## src/rtl/btn_debounce_pkg.sv

```systemverilog
// Shared constants and state encoding for the push-button conditioning logic
// that feeds the pipeline's single-step enable.
package btn_debounce_pkg;

  typedef enum logic [1:0] {
    S_LOW  = 2'd0,
    S_RISE = 2'd1,
    S_HIGH = 2'd2,
    S_FALL = 2'd3
  } db_state_e;

  // 10 ms of stability at the 100 MHz board clock.
  localparam int unsigned DEFAULT_STABLE_CYCLES = 1_000_000;
  localparam int unsigned DEFAULT_SYNC_STAGES   = 2;

endpackage : btn_debounce_pkg

```

## src/rtl/btn_debounce_pulse_sync_ff.sv

```systemverilog
// Generic multi-stage single-bit synchroniser for asynchronous board inputs.
module sync_ff #(
  parameter int unsigned STAGES = 2
) (
  input  logic i_clk,
  input  logic i_rst,
  input  logic i_d,
  output logic o_q
);

  logic [STAGES-1:0] r_sync;

  always_ff @(posedge i_clk) begin
    if (i_rst) begin
      r_sync <= '0;
    end else begin
      r_sync <= {r_sync[STAGES-2:0], i_d};
    end
  end

  assign o_q = r_sync[STAGES-1];

endmodule : sync_ff

```

## src/rtl/btn_debounce_pulse.sv

```systemverilog
// Debounces a raw push-button and emits one-cycle press/release pulses plus a
// clean level; all outputs come straight from flops.
module btn_debounce_pulse
  import btn_debounce_pkg::*;
#(
  parameter int unsigned STABLE_CYCLES = DEFAULT_STABLE_CYCLES,
  parameter int unsigned SYNC_STAGES   = DEFAULT_SYNC_STAGES
) (
  input  logic i_clk,
  input  logic i_rst,
  input  logic i_btn,
  output logic o_btn_level,
  output logic o_press_pulse,
  output logic o_release_pulse
);

  localparam int unsigned CNT_W = $clog2(STABLE_CYCLES);
  localparam logic [CNT_W-1:0] CNT_MAX = CNT_W'(STABLE_CYCLES - 1);

  logic            w_btn_s;
  db_state_e       r_state, w_next_state;
  logic [CNT_W-1:0] r_cnt, w_cnt_next;
  logic            w_cnt_done;
  logic            w_press_next, w_release_next, w_level_next;

  sync_ff #(
    .STAGES(SYNC_STAGES)
  ) u_sync (
    .i_clk(i_clk),
    .i_rst(i_rst),
    .i_d  (i_btn),
    .o_q  (w_btn_s)
  );

  assign w_cnt_done = (r_cnt == CNT_MAX);

  // NOTE: every always_comb output gets a default first so no path leaves it
  // unassigned; otherwise synthesis infers a latch.
  always_comb begin
    w_next_state   = r_state;
    w_cnt_next     = r_cnt;
    w_press_next   = 1'b0;
    w_release_next = 1'b0;
    unique case (r_state)
      S_LOW: begin
        if (w_btn_s) begin
          w_next_state = S_RISE;
          w_cnt_next   = '0;
        end
      end
      S_RISE: begin
        if (!w_btn_s) begin
          w_next_state = S_LOW;
          w_cnt_next   = '0;
        end else if (w_cnt_done) begin
          w_next_state = S_HIGH;
          w_cnt_next   = '0;
          w_press_next = 1'b1;
        end else begin
          w_cnt_next = r_cnt + CNT_W'(1);
        end
      end
      S_HIGH: begin
        if (!w_btn_s) begin
          w_next_state = S_FALL;
          w_cnt_next   = '0;
        end
      end
      S_FALL: begin
        if (w_btn_s) begin
          w_next_state = S_HIGH;
          w_cnt_next   = '0;
        end else if (w_cnt_done) begin
          w_next_state   = S_LOW;
          w_cnt_next     = '0;
          w_release_next = 1'b1;
        end else begin
          w_cnt_next = r_cnt + CNT_W'(1);
        end
      end
      default: begin
        w_next_state = S_LOW;
        w_cnt_next   = '0;
      end
    endcase
  end

  // Level tracks the accepted state so it flips on the same edge as the pulse.
  assign w_level_next = (w_next_state == S_HIGH) || (w_next_state == S_FALL);

  // NOTE: sequential state uses non-blocking assignments so every flop samples
  // pre-edge values regardless of statement order.
  always_ff @(posedge i_clk) begin
    if (i_rst) begin
      r_state         <= S_LOW;
      r_cnt           <= '0;
      o_btn_level     <= 1'b0;
      o_press_pulse   <= 1'b0;
      o_release_pulse <= 1'b0;
    end else begin
      r_state         <= w_next_state;
      r_cnt           <= w_cnt_next;
      o_btn_level     <= w_level_next;
      o_press_pulse   <= w_press_next;
      o_release_pulse <= w_release_next;
    end
  end

endmodule : btn_debounce_pulse

```

## config.mk

```make
export PLATFORM = sky130hd
export DESIGN_NAME = btn_debounce_pulse
export DESIGN_NICKNAME = d
export VERILOG_FILES = /design/src/rtl/btn_debounce_pkg.sv /design/src/rtl/btn_debounce_pulse_sync_ff.sv /design/src/rtl/btn_debounce_pulse.sv
export SDC_FILE = /design/constraint.sdc
export NUM_CORES = 1
export LEC_CHECK = 0
export CORE_MARGIN = 4
export CORE_UTILIZATION = 55
export CTS_BUF_LIST = sky130_fd_sc_hd__clkbuf_8
export DETAILED_ROUTE_END_ITERATION = 10
export MAX_ROUTING_LAYER = met4
export PLACE_DENSITY = 0.79
export SLEW_MARGIN = 20
export SYNTH_ARGS = -nofsm -noshare
export SYNTH_HDL_FRONTEND = slang
export SYNTH_HIERARCHICAL = 1
export SYNTH_SLANG_ARGS = --single-unit
```

## constraint.sdc

```tcl
create_clock -name i_clk -period 1.9 [get_ports i_clk]
set_clock_uncertainty 0.15 [all_clocks]
set_input_delay 0.475 -clock i_clk [delete_from_list [all_inputs] [get_ports i_clk]]
set_output_delay 0.475 -clock i_clk [all_outputs]
set_load 0.01 [all_outputs]
```

=== Yosys cells after proc, flatten, opt, wreduce, memory -nomap -nowiden ===
Index checks and enable logic that the tools add are counted.
W data, S select, Z words.

* Register bits: 27
* Output and inout port bits: 3
* Logic and storage cells: 37

* Add/sub/neg operators: 1
* Equal/unequal tests: 8
* Multiplexer cells: 14
* Bitwise gates (word level): 3
* Reductions and logical operators: 5

{| class="wikitable"
|+ Operators by type and width
! cell !! number
|-
| $mux W20 || 5
|-
| $pmux W20 S4 || 1
|-
| $add A20 B1 Y20 const B || 1
|-
| $eq A20 B20 Y1 const B || 1
|-
| $mux W2 || 6
|-
| $eq A2 B2 Y1 const B || 4
|-
| $pmux W2 S4 || 1
|-
| $reduce_or A3 Y1 || 2
|-
| $not A1 Y1 || 3
|-
| $eq A2 B1 Y1 const B || 1
|-
| $logic_not A2 Y1 || 1
|-
| $ne A2 B1 Y1 const B || 1
|-
| $ne A2 B2 Y1 const B || 1
|-
| $reduce_and A2 Y1 || 1
|-
| $logic_or A1 B1 Y1 || 1
|-
| $mux W1 || 1
|}

=== Depth between registers and ports, before layout ===
Gate-level depths: netlist (run 1).

* Depth in word-level cells: 6
* Mapped depth: 7

=== Modules after synthesis ===
The synthesis (run 1) kept the hierarchy.

{| class="wikitable"
|+ Modules (own cells, without submodules)
! module !! times used !! cells each !! area each (um2)
|-
| btn_debounce_pulse || 1 || 134 || 1203.7
|-
| sync_ff || 1 || 4 || 52.6
|}

=== Least setup slack after synthesis (run 1) ===
Ideal clock, no wire load.

* Path kind: register to register
* Start point: reg r_cnt[0]
* End point: reg r_cnt[18]
* Library setup time: 74 ps
* Arrival time: 1742 ps
* Required time: 1676 ps
* Setup slack: -67 ps
* Stages on the path, launching flop included: 7
* Path buffers: 0
* Cell sequence: dfxtp_1 > ha_1 > and4_1 > and3b_1 > a211oi_2 > a21bo_2 > a31oi_1

* Longest elaborated chain between the ends: 4

{| class="wikitable"
|+ Ends and longest elaborated chain
! element !! RTL line !! RTL
|-
| from (decl) || btn_debounce_pulse.sv:22 || <nowiki>logic [CNT_W-1:0] r_cnt, w_cnt_next;</nowiki>
|-
| from (signal assigned) || btn_debounce_pulse.sv:102 || <nowiki>r_cnt <= w_cnt_next;</nowiki>
|-
| $add A20 B1 Y20 / $eq A20 B20 Y1 (equally long branches) || btn_debounce_pulse.sv:60, btn_debounce_pulse.sv:78, btn_debounce_pulse.sv:35 ||
|-
| $mux W20 * || btn_debounce_pulse.sv:55, btn_debounce_pulse.sv:73 ||
|-
| $mux W20, on equally long branches || btn_debounce_pulse.sv:70, btn_debounce_pulse.sv:52 ||
|-
| $pmux W20 S4 * || btn_debounce_pulse.sv:44 || <nowiki>unique case (r_state)</nowiki>
|}

Mark *: on every way between the ends. The rest lies on a longest branch, timed or not.
A chain may end at the register's enable or synchronous reset.

=== Final worst setup path (run 1) ===
* Start point: reg r_cnt[12]
* End point: reg r_cnt[12]

The elaborated chain is that of the path after synthesis.

==> results.json, run 1 <==
{
  "p_int_uw": 738.6,
  "ys_seq_elements": 27,
  "syn_nets": 142,
  "syn2layout_area_growth_pct": 28.29,
  "clk_pin_slew_ps": 90,
  "first_pass_iters": 4,
  "synth-edff-count": 0,
  "grt_max_degree": 16,
  "root_buffer": "clkbuf_8",
  "slowest_stage": "or4b_4",
  "yosys.area.top_type": "dfxtp_1",
  "cts_buffers": 3,
  "grt-ovfl-total": 0,
  "reg2reg_slack_ps": -90,
  "ff2ff_path_depth": 7,
  "synth_cell_types": 42,
  "setup_viol": 16,
  "worst_ep_arrival_time_ps": 2010,
  "die_h_um": 55.79,
  "p_seq_share_pct": 60.6,
  "vdd_drop_max_v": 0.0006323,
  "row_count": 17,
  "netlist_area_um2": 1256,
  "hp-class": "flip-flop to flip-flop",
  "syn_avg_cell_area_um2": 9.103,
  "coreArea_um2": 2191,
  "crit_fanout": 10,
  "synthArstFlopShare_pct": 0,
  "pwr-share-clk_pct": 34.3,
  "criticalPathCategory": "flip-flop to flip-flop",
  "cp_cell_sequence": "or4b_4, nor4_4, buf_4, a211oi_4, nor2b_2, buf_12, nor2_1",
  "die_area_um2": 3113,
  "numPortBuffers": 5,
  "vias": 1098,
  "slew_violations": 0,
  "yosysMostFrequentCell": "dfxtp_1",
  "cts_tree": "yes",
  "die_w_um": 55.79,
  "min_to": "u_sync/r_sync[1]",
  "fin_util_pct": 73.56,
  "clock_path_buffers": 2,
  "end_kind": "flip-flop",
  "grt.busiest_layer": "met2",
  "r2r_start": "r_cnt[12]",
  "yosys_warnings": 6,
  "clk_latency_ps": 270,
  "top_level_ports": 6,
  "grtUsageTotal_pct": 19.67,
  "synth_cells": 138,
  "use_met3_pct": 2.088,
  "dpl.hpwl_um": 2094,
  "seq_area_frac_synth_pct": 43.03,
  "cts_hold_buf": 0,
  "drive_gt1_share_pct": 30.12,
  "drtIter0Drc": 23,
  "routedWlPerCell_um": 14.32,
  "sw_frac_of_total_pct": 21.64,
  "drv_cap": 0,
  "worstSetupStartpointType": "flip-flop",
  "use_met1_pct": 23.24,
  "maxSlewHeadroom_pct": 76.37,
  "grtUsageMet2_pct": 33.45,
  "whs_path_depth": 1,
  "antenna_left": 0,
  "setup_ws_ps": -91.43,
  "nFillCells": 159,
  "period_minus_slack_ps": 1991,
  "worstHoldStart": "u_sync/r_sync[0]",
  "p_leak_uw": 0.0005751,
  "fin_crit_sh_pct": 104.8,
  "regArea_um2": 546.8,
  "worstMarginPinSlew_ps": 349.5,
  "via_per_inst": 5.660,
  "failed_checks": "setup timing",
  "start_util_pct": 57.34,
  "n_antenna_cell": 0,
  "p_comb_share_pct": 5.0,
  "rsz0062_at_grt": "true",
  "multi_input_area_um2": 748.2,
  "status": "complete, but fails checks",
  "yosysTopAreaCellShare_pct": 43.03,
  "p_switching_uw": 204.0,
  "grt_pass1_vias": 1100,
  "synthFlopType": "dfxtp_1",
  "globalplace.congestion": 0.8857,
  "cts_max_level": 1,
  "remaining_drc_errors": 0,
  "slowest_delay_ps": 540,
  "clock-sinks": 27,
  "r2r-end": "r_cnt[12]",
  "tns_ps": -1075,
  "routed_wl_um": 2778,
  "finalNetCount": 171,
  "grt_pass1_wl_um": 4802,
  "hold_viol_final": 0,
  "power_density_nw_per_um2": 584.9,
  "cp.required_ps": 1920,
  "antenna_found_initial": 0,
  "synth_area_leaders": "dfxtp_1, nor2_1, xnor2_1",
  "fmax_ghz": 0.5022,
  "synth_common_cells": "dfxtp_1, nor2_1, nand2_1, xnor2_1, a21oi_1"
}
## per-stage QoR
step	power (µW)	hold WS, ps	worst slack [ps]	instance area, µm²	cells
2_1_floorplan	605.6	263.8	-7.622	1271	138
6_report	942.7	329.6	-91.43	1612	194
3_3_place_gp	627.5	276.3	-34.51	1508	189
5_1_grt	981.3	341.5	-149.6	1612	194
4_1_cts	949.1	332.7	-96.17	1579	193
3_5_place_dp	629.0	314.8	-89.48	1508	189
## flip-flops by register name, indices dropped and copies added (netlist names)
register	count
r_cnt	20
r_state	2
o_release_pulse	1
u_sync/r_sync	2
o_press_pulse	1
o_btn_level	1
## routing by layer
layer | up-vias | part of all wire (%)
met1 | 509 | 41
li1 | 550 | -
met5 | - | 0
met3 | 6 | 4.2
met2 | 33 | 53
met4 | 0 | 1.5
## area by class of cell
cell class,instances,share of cell area [%]
well taps,28,2.174
clock inverters,1,0.3106
clock buffers,3,2.562
inverters,2,0.4658
flip-flops and latches,27,33.93
multi-input cells,106,46.43
repair buffers,27,14.13
## logic make-up (layout without fill, tap and decap cells)
group | after synthesis | in the layout | synth area share [%]
and+or+nand+nor | 69 | 69 | 32.07
DFF | 27 | 27 | 43.03
AOI/OAI and AO/OA | 23 | 23 | 11.95
xor gates and xnor gates | 11 | 11 | 8.268
buffers and inverters | 5 | 33 | 2.092
muxes | 2 | 2 | 1.594
adders and majority gates | 1 | 1 | 0.9959
## what timing repair did
| action | in CTS | in global routing |
|---|---|---|
| pin swaps | 1 | 3 |
| endpoints found under the setup margin | 17 | 22 |
| gates resized for setup | 5 | 7 |
| buffers inserted | 0 | 1 |
## power groups by stage
stage               clock (µW)  combinational [µW]  sequential [µW]
detailed placement           0                45.0              584
global placement             0                43.7              584
global route               357                52.1              572
finish                     323                47.5              572
CTS                        331                46.6              571
floorplan                    0                22.2              583
## worst max-delay path: cells and delay by family (launching register included)
| family | cells | cell delay [ps] |
|---|---|---|
| AOI/OAI and AO/OA | 1 | 80 |
| buffers and inverters | 2 | 330 |
| and+or+nand+nor | 4 | 1000 |
| DFF | 1 | 330 |
## placed cells by master (no fill, tap or decap), drive strengths merged, types with 2 or more instances in the layout
cell / count
xnor2: 9
nor2b: 3
nor3: 4
nand2b: 2
nand4: 3
a21oi: 7
dfxtp: 27
a311oi: 2
and3b: 2
and4: 2
xor2: 2
nor4: 2
o21ai: 4
or4b: 2
buf: 22
and2: 3
nand3: 4
nor4b: 3
nand2: 9
nor2: 23
mux2i: 2
clkbuf: 3
a31oi: 5
clkdlybuf4s50: 5
or3: 2
and3: 2
inv: 2
## how the worst max path moves through the flow
stage | cells past startpoint | endpoint | from
floorplan | 6 | r_cnt[18] | r_cnt[1]
global placement | 5 | r_cnt[18] | i_rst
detailed placement | 6 | r_cnt[5] | i_rst
CTS | 7 | r_cnt[12] | r_cnt[12]
global route | 7 | r_cnt[13] | r_cnt[12]
finish | 7 | r_cnt[12] | r_cnt[12]
Power figures use the tool's default switching activity.
==> run 2: changes to the inputs <==
--- a/config.mk
+++ b/config.mk
@@ -6,11 +6,11 @@
 export NUM_CORES = 1
 export LEC_CHECK = 0
 export CORE_MARGIN = 4
-export CORE_UTILIZATION = 55
+export CORE_UTILIZATION = 40
 export CTS_BUF_LIST = sky130_fd_sc_hd__clkbuf_8
 export DETAILED_ROUTE_END_ITERATION = 10
 export MAX_ROUTING_LAYER = met4
-export PLACE_DENSITY = 0.79
+export PLACE_DENSITY = 0.61
 export SLEW_MARGIN = 20
 export SYNTH_ARGS = -nofsm -noshare
 export SYNTH_HDL_FRONTEND = slang
==> run 2 against run 1 <==
- the run still ends with setup timing left
- combinational power rose by 3%
- utilization down 18 points
- fmax shrank 0.83%
- sequential share of layout area shrank 1.2 points
- via count barely moved
- sequential cell count did not move
- setup slack got worse by 17 ps
- critical endpoint is now r_cnt[11]
- largest power group unchanged
==> results.json, run 2 (same netlist as run 1, synthesis figures left out) <==
{
  "status": "complete, but fails checks",
  "failed_checks": "setup timing",
  "dp_cells": 202,
  "setup_viol": 21,
  "die_w_um": 64.04,
  "syn2layout_area_growth_pct": 33.37,
  "dpl.hpwl_um": 2015,
  "period_minus_slack_ps": 2008,
  "die_h_um": 64.04,
  "globalplace.congestion": 0.8945,
  "grt_pass1_vias": 1053,
  "final_common_cell": "dfxtp_1",
  "p_int_uw": 746.2,
  "drtIter0Drc": 37,
  "finalNonFillerCells": 211,
  "remaining_drc_errors": 0,
  "sw_frac_of_total_pct": 22.80,
  "vias": 1097,
  "p_leak_uw": 0.0005768,
  "n_antenna_cell": 0,
  "antenna_found_initial": 0,
  "drv_cap": 0,
  "clk_pin_slew_ps": 100,
  "vdd_drop_max_v": 0.0004878,
  "power.total_uw": 966.5,
  "clock-sinks": 27,
  "first_pass_iters": 4,
  "finalNetCount": 172,
  "p_switching_uw": 220.4,
  "coreArea_um2": 3028,
  "cts_max_level": 1,
  "crit_fanout": 6,
  "slowest_stage": "or4b_4",
  "dpl_worst_slack_ps": -190.0,
  "p_seq_share_pct": 59.2,
  "root_buffer": "clkbuf_8",
  "routedWlPerCell_um": 13.09,
  "cts_hold_buf": 0,
  "cp_cell_sequence": "or4b_4, nor4_4, a211oi_4, buf_4, nor2b_4, buf_6, nor2_1",
  "antenna_left": 0,
  "power_density_nw_per_um2": 576.9,
  "via_per_inst": 5.199,
  "grt_max_degree": 18,
  "clk_latency_ps": 280,
  "cts_tree": "yes",
  "worstMarginPinSlew_ps": 348.4,
  "layout_common_cells": "dfxtp_1, buf_4, nor2_1, nand2_1, xnor2_1",
  "fmax_ghz": 0.4980,
  "routed_wl_um": 2762,
  "end_kind": "flip-flop",
  "criticalPathCategory": "flip-flop to flip-flop",
  "cp.required_ps": 1920,
  "largestRegisters": "r_cnt: 20 flops, r_state: 2 flops, u_sync/r_sync: 2 flops",
  "cts_buffers": 3,
  "die_area_um2": 4101,
  "worst_ep_arrival_time_ps": 2030,
  "largest_reg_flops": 20,
  "slew_violations": 0,
  "top_level_ports": 6,
  "numPortBuffers": 5,
  "pwr-share-clk_pct": 35.7,
  "grt-ovfl-total": 0,
  "worstSetupStartpointType": "flip-flop",
  "maxSlewHeadroom_pct": 76.56,
  "start_util_pct": 41.49,
  "grtUsageTotal_pct": 14.37,
  "fin_util_pct": 55.33,
  "clock_path_buffers": 2,
  "setup_ws_ps": -108.2,
  "slowest_delay_ps": 540,
  "hold_viol_final": 0,
  "tns_ps": -1400,
  "drive_gt1_share_pct": 34.73,
  "row_count": 20,
  "p_comb_share_pct": 5.1,
  "rsz0062_at_grt": "true",
  "hp-class": "flip-flop to flip-flop",
  "fin_crit_sh_pct": 105.7,
  "grt_pass1_wl_um": 4588,
  "top_register": "r_cnt"
}
## run 2: cell count changes in the layout (fill, tap and decap cells not counted), moves of 2 or more
| cell | before | now |
|---|---|---|
| buf_6 | 0 | 3 |
| nor2_1 | 21 | 16 |
| nor2_2 | 2 | 7 |
| nor4b_1 | 1 | 3 |
| nor4b_2 | 2 | 0 |
## run 2: final timing paths
| kind | cells after the start | start | endpoint | slack, ps |
|---|---|---|---|---|
| hold reg to reg | 1 | u_sync/r_sync[0] | u_sync/r_sync[1] | 320 |
| setup / recovery | 7 | r_cnt[12] | r_cnt[11] | -110 |
| setup reg to reg | 7 | r_cnt[12] | r_cnt[11] | -110 |
| hold / removal | 1 | u_sync/r_sync[0] | u_sync/r_sync[1] | 320 |
## run 2: repair_timing
action | CTS | global route
pin swaps | 9 | 9
endpoints found under the setup margin | 18 | 24
resized for setup | 7 | 18
buffers inserted | 4 | 1
cloned | 0 | 0
## run 2: per-layer routing
metal | up-vias | global-route usage, % | wire length [µm]
li1 | 549 | - | -
met5 | - | - | 0
met4 | 0 | 7.278 | 46
met3 | 6 | 1.582 | 43
met2 | 16 | 23.48 | 1411
met1 | 526 | 17.46 | 1261
## run 2: critical path, delay by kind of cell, from the launching register on
family                 cells  cell delay (ps)
flip-flops                 1              330
AND/OR/NAND/NOR            4              990
AO/OA/AOI/OAI              1              120
buffers and inverters      2              310
## run 2: final cells by class
class                   count  area, µm²
clock buffers               3      41.29
clock inverters             1      8.758
fillers                   277       1353
inverters                   2      7.507
multi-input cells         106      780.7
flip-flops and latches     27      548.0
well taps                  44      55.05
repair buffers             28      234.0
## run 2: power by group through the flow
stage	Combinational [µW]	Sequential, µW	Clock (µW)
floorplan	22.2	583	0
global placement	36.1	584	0
detailed placement	36.9	584	0
CTS	44.4	571	359
global route	52.7	573	384
finish	49.1	572	345
## run 2: per-stage QoR
| step | hold WS, ps | cell area [µm²] |
|---|---|---|
| final | 315.4 | 1675 |
| after global routing | 345.9 | 1675 |
| after CTS | 316.0 | 1598 |
| after detailed placement | 300.6 | 1493 |
| after global placement | 290.7 | 1493 |
| after floorplan | 263.8 | 1271 |
